## src/rtl/core_pkg.sv

```systemverilog
// Shared types for the RV64I+Zba execute front end: ALU opcodes, result-source
// encodings and the packed ID/EX pipeline register.
package core_pkg;

    localparam int XLEN = 64;

    typedef enum logic [4:0] {
        ALU_ADD       = 5'b00000,
        ALU_SUB       = 5'b00001,
        ALU_AND       = 5'b00010,
        ALU_OR        = 5'b00011,
        ALU_XOR       = 5'b00100,
        ALU_SLT       = 5'b00101,
        ALU_SLTU      = 5'b00110,
        ALU_SLL       = 5'b00111,
        ALU_SRL       = 5'b01000,
        ALU_SRA       = 5'b01001,
        ALU_ADDW      = 5'b01010,
        ALU_SUBW      = 5'b01011,
        ALU_SLLW      = 5'b01100,
        ALU_SRLW      = 5'b01101,
        ALU_SRAW      = 5'b01110,
        ALU_SH1ADD    = 5'b10000,
        ALU_SH2ADD    = 5'b10001,
        ALU_SH3ADD    = 5'b10010,
        ALU_ADD_UW    = 5'b10011,
        ALU_SH1ADD_UW = 5'b10100,
        ALU_SH2ADD_UW = 5'b10101,
        ALU_SH3ADD_UW = 5'b10110
    } alu_op_e;

    typedef enum logic [1:0] {
        RESULT_ALU  = 2'b00,
        RESULT_LOAD = 2'b01,
        RESULT_PC4  = 2'b10
    } result_src_e;

    typedef struct packed {
        logic              reg_write;
        logic              mem_write;
        logic              branch;
        logic              jump;
        result_src_e       result_src;
        alu_op_e           alu_control;
        logic              alu_src;
        logic [4:0]        rs1;
        logic [4:0]        rs2;
        logic [4:0]        rd;
        logic [XLEN-1:0]   rd1;
        logic [XLEN-1:0]   rd2;
        logic [XLEN-1:0]   pc;
        logic [XLEN-1:0]   imm_ext;
    } id_ex_t;

    localparam id_ex_t ID_EX_BUBBLE = '0;

    // x0 is hardwired to zero, so a write to it must never be forwarded.
    function automatic logic forward_hit(input logic [4:0] rs,
                                         input logic [4:0] rd,
                                         input logic       reg_write);
        return (rs != 5'd0) && reg_write && (rd == rs);
    endfunction

endpackage

```

## src/rtl/forward_unit.sv

```systemverilog
// Operand bypass selection for the execute stage: MEM result beats WB result,
// which beats the value read from the register file in decode.
module forward_unit
    import core_pkg::*;
(
    input  logic [4:0]      rs1_e,
    input  logic [4:0]      rs2_e,
    input  logic [XLEN-1:0] rd1_e,
    input  logic [XLEN-1:0] rd2_e,
    input  logic [4:0]      rd_m,
    input  logic            reg_write_m,
    input  logic [XLEN-1:0] alu_result_m,
    input  logic [4:0]      rd_w,
    input  logic            reg_write_w,
    input  logic [XLEN-1:0] result_w,
    output logic [XLEN-1:0] fwd_rs1,
    output logic [XLEN-1:0] fwd_rs2
);

    always_comb begin
        fwd_rs1 = rd1_e;
        if (forward_hit(rs1_e, rd_m, reg_write_m)) begin
            fwd_rs1 = alu_result_m;
        end else if (forward_hit(rs1_e, rd_w, reg_write_w)) begin
            fwd_rs1 = result_w;
        end

        fwd_rs2 = rd2_e;
        if (forward_hit(rs2_e, rd_m, reg_write_m)) begin
            fwd_rs2 = alu_result_m;
        end else if (forward_hit(rs2_e, rd_w, reg_write_w)) begin
            fwd_rs2 = result_w;
        end
    end

endmodule

```

## src/rtl/id_ex_stage.sv

```systemverilog
// ID/EX pipeline register with operand forwarding into the ALU and
// load-use / taken-branch hazard control back to fetch and decode.
module id_ex_stage
    import core_pkg::*;
(
    input  logic            clk,
    input  logic            reset,
    input  logic [XLEN-1:0] RD1D,
    input  logic [XLEN-1:0] RD2D,
    input  logic [XLEN-1:0] ImmExtD,
    input  logic [XLEN-1:0] PCD,
    input  logic [4:0]      Rs1D,
    input  logic [4:0]      Rs2D,
    input  logic [4:0]      RdD,
    input  logic [4:0]      ALUControlD,
    input  logic            ALUSrcD,
    input  logic            RegWriteD,
    input  logic            MemWriteD,
    input  logic            BranchD,
    input  logic            JumpD,
    input  logic [1:0]      ResultSrcD,
    input  logic [4:0]      RdM,
    input  logic            RegWriteM,
    input  logic [XLEN-1:0] ALUResultM,
    input  logic [4:0]      RdW,
    input  logic            RegWriteW,
    input  logic [XLEN-1:0] ResultW,
    input  logic            PCSrcE,
    output logic [XLEN-1:0] SrcA,
    output logic [XLEN-1:0] SrcB,
    output logic [4:0]      ALUControl,
    output logic [XLEN-1:0] WriteDataE,
    output logic [XLEN-1:0] PCE,
    output logic [XLEN-1:0] ImmExtE,
    output logic [4:0]      RdE,
    output logic            RegWriteE,
    output logic            MemWriteE,
    output logic            BranchE,
    output logic            JumpE,
    output logic [1:0]      ResultSrcE,
    output logic            StallF,
    output logic            StallD,
    output logic            FlushD
);

    id_ex_t          id_ex_d;
    id_ex_t          id_ex_q;
    logic            lw_stall;
    logic [XLEN-1:0] fwd_rs1;
    logic [XLEN-1:0] fwd_rs2;

    // Hazard detection looks only at registered state and decode indices,
    // so it never depends on the forwarded operands.
    always_comb begin
        lw_stall = (id_ex_q.result_src == RESULT_LOAD) &&
                   (id_ex_q.rd != 5'd0) &&
                   ((id_ex_q.rd == Rs1D) || (id_ex_q.rd == Rs2D));
    end

    always_comb begin
        id_ex_d = ID_EX_BUBBLE;
        if (!(lw_stall || PCSrcE)) begin
            id_ex_d.reg_write   = RegWriteD;
            id_ex_d.mem_write   = MemWriteD;
            id_ex_d.branch      = BranchD;
            id_ex_d.jump        = JumpD;
            id_ex_d.result_src  = result_src_e'(ResultSrcD);
            id_ex_d.alu_control = alu_op_e'(ALUControlD);
            id_ex_d.alu_src     = ALUSrcD;
            id_ex_d.rs1         = Rs1D;
            id_ex_d.rs2         = Rs2D;
            id_ex_d.rd          = RdD;
            id_ex_d.rd1         = RD1D;
            id_ex_d.rd2         = RD2D;
            id_ex_d.pc          = PCD;
            id_ex_d.imm_ext     = ImmExtD;
        end
    end

    always_ff @(posedge clk or posedge reset) begin
        if (reset) begin
            id_ex_q <= ID_EX_BUBBLE;
        end else begin
            id_ex_q <= id_ex_d;
        end
    end

    forward_unit u_forward_unit (
        .rs1_e        (id_ex_q.rs1),
        .rs2_e        (id_ex_q.rs2),
        .rd1_e        (id_ex_q.rd1),
        .rd2_e        (id_ex_q.rd2),
        .rd_m         (RdM),
        .reg_write_m  (RegWriteM),
        .alu_result_m (ALUResultM),
        .rd_w         (RdW),
        .reg_write_w  (RegWriteW),
        .result_w     (ResultW),
        .fwd_rs1      (fwd_rs1),
        .fwd_rs2      (fwd_rs2)
    );

    assign SrcA       = fwd_rs1;
    assign SrcB       = id_ex_q.alu_src ? id_ex_q.imm_ext : fwd_rs2;
    assign WriteDataE = fwd_rs2;
    assign ALUControl = id_ex_q.alu_control;
    assign PCE        = id_ex_q.pc;
    assign ImmExtE    = id_ex_q.imm_ext;
    assign RdE        = id_ex_q.rd;
    assign RegWriteE  = id_ex_q.reg_write;
    assign MemWriteE  = id_ex_q.mem_write;
    assign BranchE    = id_ex_q.branch;
    assign JumpE      = id_ex_q.jump;
    assign ResultSrcE = id_ex_q.result_src;

    // A flush alongside a load-use stall keeps the stall asserted; the flush
    // discards the held decode instruction anyway.
    assign StallF = lw_stall;
    assign StallD = lw_stall;
    assign FlushD = PCSrcE;

endmodule
```

## config.mk

```make
export PLATFORM = sky130hd
export DESIGN_NAME = id_ex_stage
export DESIGN_NICKNAME = d
export VERILOG_FILES = /design/src/rtl/core_pkg.sv /design/src/rtl/forward_unit.sv /design/src/rtl/id_ex_stage.sv
export SDC_FILE = /design/constraint.sdc
export NUM_CORES = 1
export LEC_CHECK = 0
export ABC_AREA = 1
export CAP_MARGIN = 15
export CELL_PAD_IN_SITES_DETAIL_PLACEMENT = 0
export CELL_PAD_IN_SITES_GLOBAL_PLACEMENT = 2
export CORE_AREA = 4 4 297 299
export CTS_BUF_LIST = sky130_fd_sc_hd__clkbuf_4 sky130_fd_sc_hd__clkbuf_8 sky130_fd_sc_hd__clkbuf_16
export CTS_CLUSTER_DIAMETER = 150
export DETAILED_ROUTE_END_ITERATION = 8
export DIE_AREA = 0 0 301 303
export GPL_ROUTABILITY_DRIVEN = 0
export PLACE_DENSITY = 0.84
export SLEW_MARGIN = 20
export SYNTH_ARGS = -nofsm -noshare
export SYNTH_HDL_FRONTEND = slang
export SYNTH_SLANG_ARGS = --single-unit
```

## constraint.sdc

```tcl
create_clock -name clk -period 12.7 [get_ports clk]
set_clock_uncertainty 0.1 [all_clocks]
set_input_delay 1.905 -clock clk [delete_from_list [all_inputs] [get_ports clk]]
set_output_delay 1.905 -clock clk [all_outputs]
set_load 0.02 [all_outputs]
```

* Word level (Yosys, flattened, before mapping) *
Index checks and enable logic that the tools add are counted.

cells by class
  equality and inequality tests = 7
  reductions and logical operators = 15
  mux-type cells = 6

operator list
  kind                  count
  $mux W64              5
  $mux W283             1
  $eq A5 B5 Y1          6
  $reduce_bool A5 Y1    3
  $logic_and A1 B1 Y1   10
  $eq A2 B1 Y1 const B  1
  $logic_or A1 B1 Y1    2

storage, ports and cells
  output and inout port bits = 339
  logic and storage cells = 42
  bits in registers = 283
  input port bits = 426

* Depth between registers and ports, before layout *
Gate-level depths: netlist of run 1.

  word-level depth = 6
  mapped depth = 12
  mapped depth without buffers = 11

* Hierarchy *
From an unflattened synthesis of run 1, not the netlist that was laid out.

unflattened totals
  cell total of the unflattened synthesis = 2138
  area total of the unflattened synthesis = 16125.5 um2

modules (own cells, without submodules)
  module        instances  seq. area each (um2)  cells an instance  area each (um2)
  id_ex_stage   1          7081.8                1142               11572.3
  forward_unit  1          0.0                   996                4553.1

* Worst setup path before layout of run 1 *
No wires, ideal clock.

  path type = in2out
  from = input RdW[3]
  to = output WriteDataE[10]
  stages = 9
  path buffers = 2
  required time = 10695 ps
  path slack = 7757 ps
  arrival time = 2938 ps
  cell sequence = inv_1 -> a21oi_1 -> nand2_1 -> nor2_4 -> buf_6 -> buf_6 -> nand3_2 -> nand3_2 -> and2_1

between the ends
  cells in the longest elaborated chain, start to end = 4

ends and longest elaborated chain
  item                 RTL line            source
  start, declared      id_ex_stage.sv:25   input logic [4:0] RdW,
  $eq A5 B5 Y1         core_pkg.sv:61      return (rs != 5'd0) && reg_write && (rd == rs);
  $logic_and A1 B1 Y1  core_pkg.sv:61
  $mux W64             forward_unit.sv:31  end else if (forward_hit(rs2_e, rd_w, reg_write_w)) begin
  $mux W64             forward_unit.sv:29  if (forward_hit(rs2_e, rd_m, reg_write_m)) begin
  end, declared        id_ex_stage.sv:32   output logic [XLEN-1:0] WriteDataE,

Every way passes these cells.

* Worst setup path in the final report of run 1 *
  from = input RdM[4]
  to = output SrcA[36]

between the ends
  cells in the longest elaborated chain, start to end = 3

ends and longest elaborated chain
  item                 RTL line            source
  start, declared      id_ex_stage.sv:22   input logic [4:0] RdM,
  $eq A5 B5 Y1         core_pkg.sv:61
  $logic_and A1 B1 Y1  core_pkg.sv:61
  $mux W64             forward_unit.sv:22  if (forward_hit(rs1_e, rd_m, reg_write_m)) begin
  end, declared        id_ex_stage.sv:29   output logic [XLEN-1:0] SrcA,

Every way passes these cells.

==> results of run 1 <==
-- metrics by stage --
stage / area, µm² / total power (W) / setup WS (ns) / utilization
4_1_cts: 27300 / 0.00292 / 5.01 / 0.321
3_5_place_dp: 26000 / 0.00173 / 5.01 / 0.305
6_report: 27300 / 0.00286 / 5.08 / 0.321
3_3_place_gp: 26000 / 0.00173 / 5.07 / 0.305
2_1_floorplan: 18900 / 0.00140 / 2.89 / -
5_1_grt: 27300 / 0.00299 / 4.79 / 0.321
-- synth_stat cells (all sizes together) --
cell type	n
a21oi	5
and2	64
buf	252
clkbuf	7
dfrtp	283
inv	375
nand2	432
nand3	262
nand3b	128
nand4	3
nor2	294
nor3	2
nor4	2
o211ai	1
o21ai	1
or2	1
xnor2	5
xor2	6
-- registers in the layout (all words and copies together), names as in the netlist --
signal and count:
PCE 64, JumpE 1, BranchE 1, id_ex_q 139, ALUControl 5, RegWriteE 1
MemWriteE 1, ResultSrcE 2, RdE 5, ImmExtE 64
-- placed cells by master (no fill, tap or decap) --
| cell | Yosys | routed |
|---|---|---|
| o21ai_0 | 1 | 1 |
| inv_1 | 370 | 369 |
| clkdlybuf4s50_1 | 0 | 764 |
| nor2_1 | 20 | 17 |
| nor2_4 | 272 | 276 |
| clkbuf_16 | 0 | 41 |
| clkbuf_8 | 0 | 9 |
| inv_2 | 5 | 3 |
| a21oi_1 | 5 | 5 |
| nor2_2 | 2 | 1 |
| nand4_1 | 3 | 3 |
| nand2_2 | 3 | 1 |
| or2_1 | 1 | 1 |
| nand2_8 | 0 | 1 |
| clkbuf_4 | 0 | 9 |
| nor3_1 | 1 | 1 |
| bufinv_16 | 0 | 2 |
| xnor2_1 | 5 | 5 |
| and2_1 | 64 | 64 |
| buf_4 | 163 | 18 |
| dfrtp_4 | 0 | 1 |
| nor3_2 | 1 | 1 |
| nand3_1 | 162 | 162 |
| clkinvlp_4 | 0 | 1 |
| nor4_2 | 1 | 1 |
| diode_2 | 0 | 11 |
| dfrtp_1 | 283 | 282 |
| buf_12 | 30 | 3 |
| nand2_1 | 427 | 426 |
| nand2_4 | 2 | 4 |
| nor4_1 | 1 | 1 |
| o211ai_1 | 1 | 1 |
| nand3_2 | 100 | 100 |
| clkinv_2 | 0 | 8 |
| xor2_1 | 6 | 6 |
| inv_8 | 0 | 1 |
| nand3b_1 | 128 | 128 |
-- report_power, final --
part	internal (W)	switching (W)	leakage (nW)
clock	0.000699	0.000451	0.663
combinational	0.000335	0.000401	8.31
sequential	0.000950	0.0000222	3.65
total	0.00198	0.000874	12.6
-- metal layers --
metal | part of all wire | track usage | vias up | wire, µm
met5 | 0.00041 | 0 | - | 32
met4 | 0.033 | 0.0583 | 4 | 2560
met3 | 0.071 | 0.0452 | 112 | 5550
met2 | 0.51 | 0.294 | 519 | 39800
met1 | 0.39 | 0.190 | 7140 | 30400
li1 | - | - | 7349 | -
-- worst max-delay path, delay by kind of cell --
kind                   cells  cell delay (ns)
XOR/XNOR                   1             0.13
buffers and inverters      4             2.34
AND/OR/NAND/NOR            5             1.16
-- cell type report --
class	count	area, µm²
clock inverters	9	97.6
well taps	1144	1430
clock buffers	59	1220
flip-flops and latches	283	7090
inverters	375	1420
multi-input cells	1206	8210
fillers	9011	57800
repair buffers	785	7840
diodes	11	27.5
-- cell families after synthesis --
| kind of cell | synth area share |
|---|---|
| AND/OR/NAND/NOR | 0.425 |
| flip-flops | 0.375 |
| XOR/XNOR | 0.00510 |
| AO/OA/AOI/OAI | 0.00199 |
| buffers and inverters | 0.193 |
-- how the worst min path moves through the flow --
| stage | from | end | slack (ns) | cells after the start |
|---|---|---|---|---|
| detailed placement | ResultSrcE[1] | BranchE | 1.24 | 6 |
| finish | ResultSrcE[1] | RdE[0] | 1.25 | 6 |
| CTS | ResultSrcE[1] | id_ex_q[254] | 1.26 | 6 |
| floorplan | ResultSrcE[1] | ImmExtE[0] | 0.78 | 7 |
| global route | ResultSrcE[1] | id_ex_q[247] | 1.34 | 6 |
| global placement | ResultSrcE[1] | BranchE | 1.23 | 6 |
==> flow_metrics.env, run 1 <==
export IMPL_cts_max_path_buffers=3
export IMPL_crit_end="SrcA[36]"
export IMPL_regToRegStartpoint="RdE[0]"
export IMPL_power_density_nw_per_um2=105
export IMPL_period_needed_ns=7.62
export IMPL_syn_inst=2123
export IMPL_hold_class="flop to flop"
export IMPL_rsz0062_at_grt="false"
export IMPL_fin_setup_tns_ns=0
export IMPL_cts_resized=0
export IMPL_leakage_nw=12.6
export IMPL_hpwlAfterDp_um=58500
export IMPL_numCtsBuffers=39
export IMPL_synthTopCellsByArea="dfrtp_1, nor2_4, nand2_1, inv_1, buf_4"
export IMPL_cp_cell_sequence="clkdlybuf4s50_1 -> xnor2_1 -> nand3_1 -> nor3_1 -> nand2_4 -> clkinv_2 -> buf_4 -> nand2_1 -> nand2_1 -> clkdlybuf4s50_1"
export IMPL_r2r_end="ImmExtE[1]"
export IMPL_slew_violations=0
export IMPL_dieHeight_um=303
export IMPL_worst_pin_slew_ns=1.02
export IMPL_ys_ff_latch=283
export IMPL_remaining_drc_errors=0
export IMPL_nets=3116
export IMPL_synth_area_um2=18900
export IMPL_wl_per_cell_um=20.2
export IMPL_ys_warnings_count=0
export IMPL_critPathMaxStageDelay_ns=0.66
export IMPL_areaGrowthSynthToFinish_pct=44.8
export IMPL_cp_arrival_ns=5.61
export IMPL_worst_r2r_cell_count=9
export IMPL_vias_per_cell=3.91
export IMPL_start_util=0.222
export IMPL_syn_nets=2549
export IMPL_core_area_um2=85100
export IMPL_period_share=0.600
export IMPL_avgSynthCellArea_um2=8.89
export IMPL_synth_top_cell_area_share=0.375
export IMPL_hold_worst_slack_ns=1.25
export IMPL_crit_fanout=65
export IMPL_tritoncts="yes"
export IMPL_instances_no_fill=3872
export IMPL_drt_iter0_markers=716
export IMPL_routed_wirelength_um=78400
export IMPL_slew_headroom=0.318
export IMPL_drtAntennaViolNets=0
export IMPL_dieArea_um2=91200
export IMPL_outcome="finished, final reports clean"
export IMPL_drt_pass1_iterations=5
export IMPL_crit_type="input port to output pin"
export IMPL_fp_dieW_um=301
export IMPL_crit_path_start="RdM[4]"
export IMPL_grt_pass1_vias=15900
export IMPL_clkTransAtPathRegs_ns=0.05
export IMPL_track_usage=0.165
export IMPL_yosysTopAreaCell="dfrtp_1"
export IMPL_cts_sinks=283
export IMPL_max_freq_ghz=0.131
export IMPL_hold_buffers=0
export IMPL_io_pins=765
export IMPL_cts_htree_levels=2
export IMPL_netlist_cell_type_count=30
export IMPL_worst_r2r_setup_slack_ns=8.73
export IMPL_hold_viol=0
export IMPL_root_buffer="clkbuf_16"
export IMPL_grt_max_degree=127
export IMPL_yosysSeqAreaShare=0.375
export IMPL_finalSetupViolCount=0
export IMPL_post_cts_setup_buffers=0
export IMPL_cap_violations=0
export IMPL_end_kind="output pin"
export IMPL_vias=15100
export IMPL_numPortBuffers=764
export IMPL_drive_above_1_share=0.177
export IMPL_fp_row_count=107
export IMPL_worst_ir_drop_vdd_mv=0.0926
export IMPL_dpl_cell_count=3793
export IMPL_overflow=0
export IMPL_critPathLaunchType="input port"
export IMPL_clock_latency_ns=0.55
export IMPL_antenna_found_initial=13
export IMPL_crit_slowest_cell="buf_4"
export IMPL_worst_ep_required_time_ns=10.69
export IMPL_grt_pass1_wl_um=111000
(Power assumes the default switching activity.)
==> run 2: changes to the inputs <==
--- a/config.mk
+++ b/config.mk
@@ -9,13 +9,13 @@
 export CAP_MARGIN = 15
 export CELL_PAD_IN_SITES_DETAIL_PLACEMENT = 0
 export CELL_PAD_IN_SITES_GLOBAL_PLACEMENT = 2
-export CORE_AREA = 4 4 297 299
+export CORE_MARGIN = 4
+export CORE_UTILIZATION = 23
 export CTS_BUF_LIST = sky130_fd_sc_hd__clkbuf_4 sky130_fd_sc_hd__clkbuf_8 sky130_fd_sc_hd__clkbuf_16
 export CTS_CLUSTER_DIAMETER = 150
 export DETAILED_ROUTE_END_ITERATION = 8
-export DIE_AREA = 0 0 301 303
 export GPL_ROUTABILITY_DRIVEN = 0
-export PLACE_DENSITY = 0.84
+export PLACE_DENSITY = 0.9
 export SLEW_MARGIN = 20
 export SYNTH_ARGS = -nofsm -noshare
 export SYNTH_HDL_FRONTEND = slang
==> constraint.sdc (replaced) <==
create_clock -name clk -period 6.7 [get_ports clk]
set_clock_uncertainty 0.1 [all_clocks]
set_input_delay 1.005 -clock clk [delete_from_list [all_inputs] [get_ports clk]]
set_output_delay 1.005 -clock clk [all_outputs]
set_load 0.02 [all_outputs]
==> flow_metrics.env, run 2 (synthesized netlist as in run 1, its figures left out) <==
export IMPL_period_share=0.795
export IMPL_track_usage=0.172
export IMPL_fp_dieW_um=295
export IMPL_cts_sinks=283
export IMPL_hold_viol=0
export IMPL_final_cell_mix="clkdlybuf4s50_1, nand2_1, inv_1, dfrtp_1, nor2_4"
export IMPL_slew_violations=0
export IMPL_crit_slowest_cell="nand2_4"
export IMPL_worst_r2r_setup_slack_ns=3.95
export IMPL_end_kind="output pin"
export IMPL_core_area_um2=80900
export IMPL_fin_setup_tns_ns=0
export IMPL_drive_above_1_share=0.178
export IMPL_rsz0062_at_grt="false"
export IMPL_nets=3121
export IMPL_top_register="id_ex_q"
export IMPL_worst_ep_required_time_ns=5.59
export IMPL_dieHeight_um=295
export IMPL_drt_iter0_markers=547
export IMPL_period_needed_ns=5.33
export IMPL_hpwlAfterDp_um=56500
export IMPL_cts_resized=0
export IMPL_cts_htree_levels=2
export IMPL_tritoncts="yes"
export IMPL_worst_r2r_cell_count=8
export IMPL_finalSetupViolCount=0
export IMPL_numCtsBuffers=37
export IMPL_cp_cell_sequence="clkdlybuf4s50_1 -> inv_1 -> nand2_1 -> nand3_1 -> nor2_4 -> nand2_4 -> nand2_1 -> nand3_2 -> and2_1 -> clkdlybuf4s50_1"
export IMPL_numPortBuffers=764
export IMPL_max_freq_ghz=0.188
export IMPL_critPathLaunchType="input port"
export IMPL_outcome="finished, final reports clean"
export IMPL_crit_type="input port to output pin"
export IMPL_root_buffer="clkbuf_16"
export IMPL_routed_wirelength_um=76800
export IMPL_wl_per_cell_um=20.3
export IMPL_cap_violations=0
export IMPL_grt_pass1_vias=16200
export IMPL_hold_buffers=0
export IMPL_drtAntennaViolNets=0
export IMPL_cp_arrival_ns=4.22
export IMPL_slew_headroom=0.207
export IMPL_start_util=0.233
export IMPL_grt_pass1_wl_um=110000
export IMPL_areaGrowthSynthToFinish_pct=44.2
export IMPL_hold_worst_slack_ns=0.798
export IMPL_overflow=0
export IMPL_hold_class="input port to async pin"
export IMPL_vias=15200
export IMPL_io_pins=765
export IMPL_remaining_drc_errors=0
export IMPL_leakage_nw=12.6
export IMPL_grt_max_degree=107
export IMPL_clock_latency_ns=0.55
export IMPL_drt_pass1_iterations=5
export IMPL_largest_register_ffs=139
export IMPL_clkTransAtPathRegs_ns=0.06
export IMPL_dieArea_um2=86700
export IMPL_power_density_nw_per_um2=194
export IMPL_regToRegStartpoint="RdE[4]"
export IMPL_layout_commonest_cell="clkdlybuf4s50_1"
export IMPL_critPathMaxStageDelay_ns=0.70
export IMPL_crit_fanout=64
export IMPL_worst_pin_slew_ns=1.19
export IMPL_cts_max_path_buffers=3
export IMPL_fp_row_count=104
export IMPL_worst_ir_drop_vdd_mv=0.181
export IMPL_vias_per_cell=4.01
export IMPL_antenna_found_initial=17
export IMPL_r2r_end="ImmExtE[0]"
export IMPL_post_cts_setup_buffers=0
==> run 2: changes by cell type in the layout (fill, tap and decap cells not counted), moves of 2 or more <==
cell,delta
buf_12,+5
buf_4,+2
clkbuf_16,-4
clkbuf_4,+2
clkinv_2,-5
diode_2,-2
inv_6,+3
==> run 2: area by class of cell <==
class	instances	area, µm²
Tap cell	1060	1330
Timing Repair Buffer	792	7960
Clock buffer	56	1120
Sequential cell	283	7090
Multi-Input combinational cell	1206	8210
Inverter	375	1420
Antenna cell	9	22.5
Clock inverter	7	96.3
Fill cell	8449	53700
==> run 2: report_power, final <==
group	switching [W]	total, W	internal [W]
sequential	0.0000424	0.00184	0.00180
clock	0.000825	0.00205	0.00123
combinational	0.000753	0.00139	0.000638
total	0.00162	0.00529	0.00367
==> run 2: worst max path at each step <==
stage                     endpoint  slack [ns]  depth (start not counted)    from
floorplan            ALUControl[0]        1.85                          1   reset
global placement           SrcB[0]        1.22                         11  RdW[0]
detailed placement         SrcB[0]        1.16                         11  RdW[0]
CTS                        SrcB[0]        1.17                         11  RdW[0]
global route               SrcB[0]         1.0                         11  RdW[0]
finish              WriteDataE[49]        1.37                         10  RdW[0]
==> run 2: per-layer routing <==
metal,global-route usage,routed length [µm],vias to the layer above
met5,0,97,-
met4,0.0520,2220,16
met3,0.0581,6340,113
met2,0.311,39200,513
met1,0.191,29000,7202
li1,-,-,7360
==> run 2: critical path: cells and delay by family <==
| family | cells | cell delay [ns] |
|---|---|---|
| buffers and inverters | 3 | 1.19 |
| and+or+nand+nor | 7 | 1.97 |
==> run 2: stage by stage <==
step,worst slack [ns],utilization,power [W],area [µm²],std cells
detailed placement,1.16,0.321,0.00329,26000,3716
finish,1.37,0.337,0.00529,27200,3788
CTS,1.17,0.336,0.00540,27200,3779
floorplan,1.85,-,0.00265,18900,2123
global placement,1.22,0.321,0.00328,26000,3716
global route,0.995,0.336,0.00554,27200,3783
==> run 3: changes to the inputs <==
--- a/config.mk
+++ b/config.mk
@@ -9,13 +9,13 @@
 export CAP_MARGIN = 15
 export CELL_PAD_IN_SITES_DETAIL_PLACEMENT = 0
 export CELL_PAD_IN_SITES_GLOBAL_PLACEMENT = 2
-export CORE_MARGIN = 4
-export CORE_UTILIZATION = 23
+export CORE_AREA = 4 4 297 299
 export CTS_BUF_LIST = sky130_fd_sc_hd__clkbuf_4 sky130_fd_sc_hd__clkbuf_8 sky130_fd_sc_hd__clkbuf_16
 export CTS_CLUSTER_DIAMETER = 150
 export DETAILED_ROUTE_END_ITERATION = 8
+export DIE_AREA = 0 0 301 303
 export GPL_ROUTABILITY_DRIVEN = 0
-export PLACE_DENSITY = 0.9
+export PLACE_DENSITY = 0.84
 export SLEW_MARGIN = 20
 export SYNTH_ARGS = -nofsm -noshare
 export SYNTH_HDL_FRONTEND = slang
==> constraint.sdc (replaced) <==
create_clock -name clk -period 5.4 [get_ports clk]
set_clock_uncertainty 0.1 [all_clocks]
set_input_delay 0.81 -clock clk [delete_from_list [all_inputs] [get_ports clk]]
set_output_delay 0.81 -clock clk [all_outputs]
set_load 0.02 [all_outputs]
==> flow_metrics.env, run 3 (synthesized netlist as in run 1, its figures left out) <==
export IMPL_drt_iter0_markers=774
export IMPL_worst_ep_required_time_ns=4.49
export IMPL_largest_register_ffs=139
export IMPL_wl_per_cell_um=19.9
export IMPL_cp_arrival_ns=3.66
export IMPL_worst_pin_slew_ns=1.15
export IMPL_critPathLaunchType="input port"
export IMPL_track_usage=0.164
export IMPL_regToRegStartpoint="RdE[4]"
export IMPL_n_fill_cell=9021
export IMPL_root_buffer="clkbuf_16"
export IMPL_worst_r2r_setup_slack_ns=2.71
export IMPL_crit_fanout=35
export IMPL_period_share=0.847
export IMPL_cap_violations=0
export IMPL_finalSetupViolCount=0
export IMPL_fp_row_count=107
export IMPL_cts_sinks=283
export IMPL_overflow=0
export IMPL_final_cell_mix="clkdlybuf4s50_1, nand2_1, inv_1, dfrtp_1, nor2_4"
export IMPL_drtAntennaViolNets=0
export IMPL_rsz0062_at_grt="false"
export IMPL_crit_type="input port to output pin"
export IMPL_layout_commonest_cell="clkdlybuf4s50_1"
export IMPL_numCtsBuffers=40
export IMPL_vias_per_cell=3.95
export IMPL_wl_met2_um=39400
export IMPL_power_density_nw_per_um2=243
export IMPL_grt_pass1_wl_um=110000
export IMPL_max_freq_ghz=0.219
export IMPL_grt_pass1_vias=16000
export IMPL_end_kind="output pin"
export IMPL_worst_r2r_cell_count=8
export IMPL_met3WireLength_um=5320
export IMPL_register_area_um2=7090
export IMPL_start_util=0.222
export IMPL_dieArea_um2=91200
export IMPL_hold_worst_slack_ns=0.661
export IMPL_fp_dieW_um=301
export IMPL_drive_above_1_share=0.185
export IMPL_outcome="finished, final reports clean"
export IMPL_remaining_drc_errors=0
export IMPL_clock_latency_ns=0.56
export IMPL_hold_viol=0
export IMPL_multi_input_area_um2=8210
export IMPL_io_pins=765
export IMPL_slew_violations=0
export IMPL_worst_ir_drop_vdd_mv=0.185
export IMPL_slew_headroom=0.236
export IMPL_clkTransAtPathRegs_ns=0.06
export IMPL_dieHeight_um=303
export IMPL_cts_max_path_buffers=3
export IMPL_leakage_nw=12.8
export IMPL_antenna_found_initial=22
export IMPL_hpwlAfterDp_um=59400
export IMPL_power_w=0.00673
export IMPL_hold_class="input port to async pin"
export IMPL_fin_setup_tns_ns=0
export IMPL_vias=15400
export IMPL_top_register="id_ex_q"
export IMPL_drt_pass1_iterations=6
export IMPL_wl_met1_um=30500
export IMPL_period_needed_ns=4.57
export IMPL_grt_max_degree=113
export IMPL_nets=3142
export IMPL_areaGrowthSynthToFinish_pct=46.6
export IMPL_hold_buffers=0
export IMPL_routed_wirelength_um=77800
export IMPL_r2r_end="ImmExtE[1]"
export IMPL_tritoncts="yes"
export IMPL_cts_resized=0
export IMPL_core_area_um2=85100
export IMPL_numPortBuffers=764
export IMPL_highest_layer="met5"
export IMPL_cts_htree_levels=2
export IMPL_post_cts_setup_buffers=0
[run 3: cell type report]
type	count	share of cell area
multi-input combinational	1206	0.297
timing repair buffer	810	0.295
clock buffer	57	0.0432
antenna	17	0.00154
sequential	283	0.256
inverter	375	0.0511
clock inverter	11	0.00434
tap	1144	0.0517
[run 3: through the flow]
step	instance area [µm²]	setup WS (ns)	util	cells
after floorplan	18900	0.741	-	2123
after global placement	26300	0.779	0.309	3818
after detailed placement	26300	0.765	0.309	3818
after CTS	27600	0.752	0.324	3886
after global routing	27700	0.677	0.325	3901
final	27700	0.828	0.325	3903
[run 3: worst max-delay path by stage]
stage	slack [ns]	to	cells after the start	start
2_1_floorplan	0.74	ALUControl[0]	1	reset
3_3_place_gp	0.78	SrcB[49]	11	RdM[3]
3_5_place_dp	0.77	SrcB[49]	11	RdM[1]
4_1_cts	0.75	SrcB[49]	11	RdM[1]
5_1_grt	0.68	SrcB[49]	11	RdM[3]
6_report	0.83	SrcB[49]	11	RdM[1]
[run 3: routing by layer]
| layer | vias up | GRT usage |
|---|---|---|
| met5 | - | 0 |
| met4 | 2 | 0.0632 |
| met3 | 128 | 0.0432 |
| met2 | 547 | 0.287 |
| met1 | 7300 | 0.191 |
| li1 | 7424 | - |
[run 3: power breakdown]
group | switching, W | internal (W) | total (W) | leakage, nW
logic | 0.000946 | 0.000804 | 0.00175 | 8.46
registers | 0.0000533 | 0.00223 | 0.00229 | 3.65
clock network | 0.00106 | 0.00163 | 0.00269 | 0.653
[run 3: worst max-delay path, stage by stage]
cell	delay [ns]
clkdlybuf4s50_1	0.54
inv_1	0.07
nand2_1	0.06
nand4_1	0.14
nor2_4	0.17
nand2_4	0.43
buf_4	0.38
nand3_2	0.09
nand3_1	0.12
nand2_1	0.16
clkdlybuf4s50_1	0.64
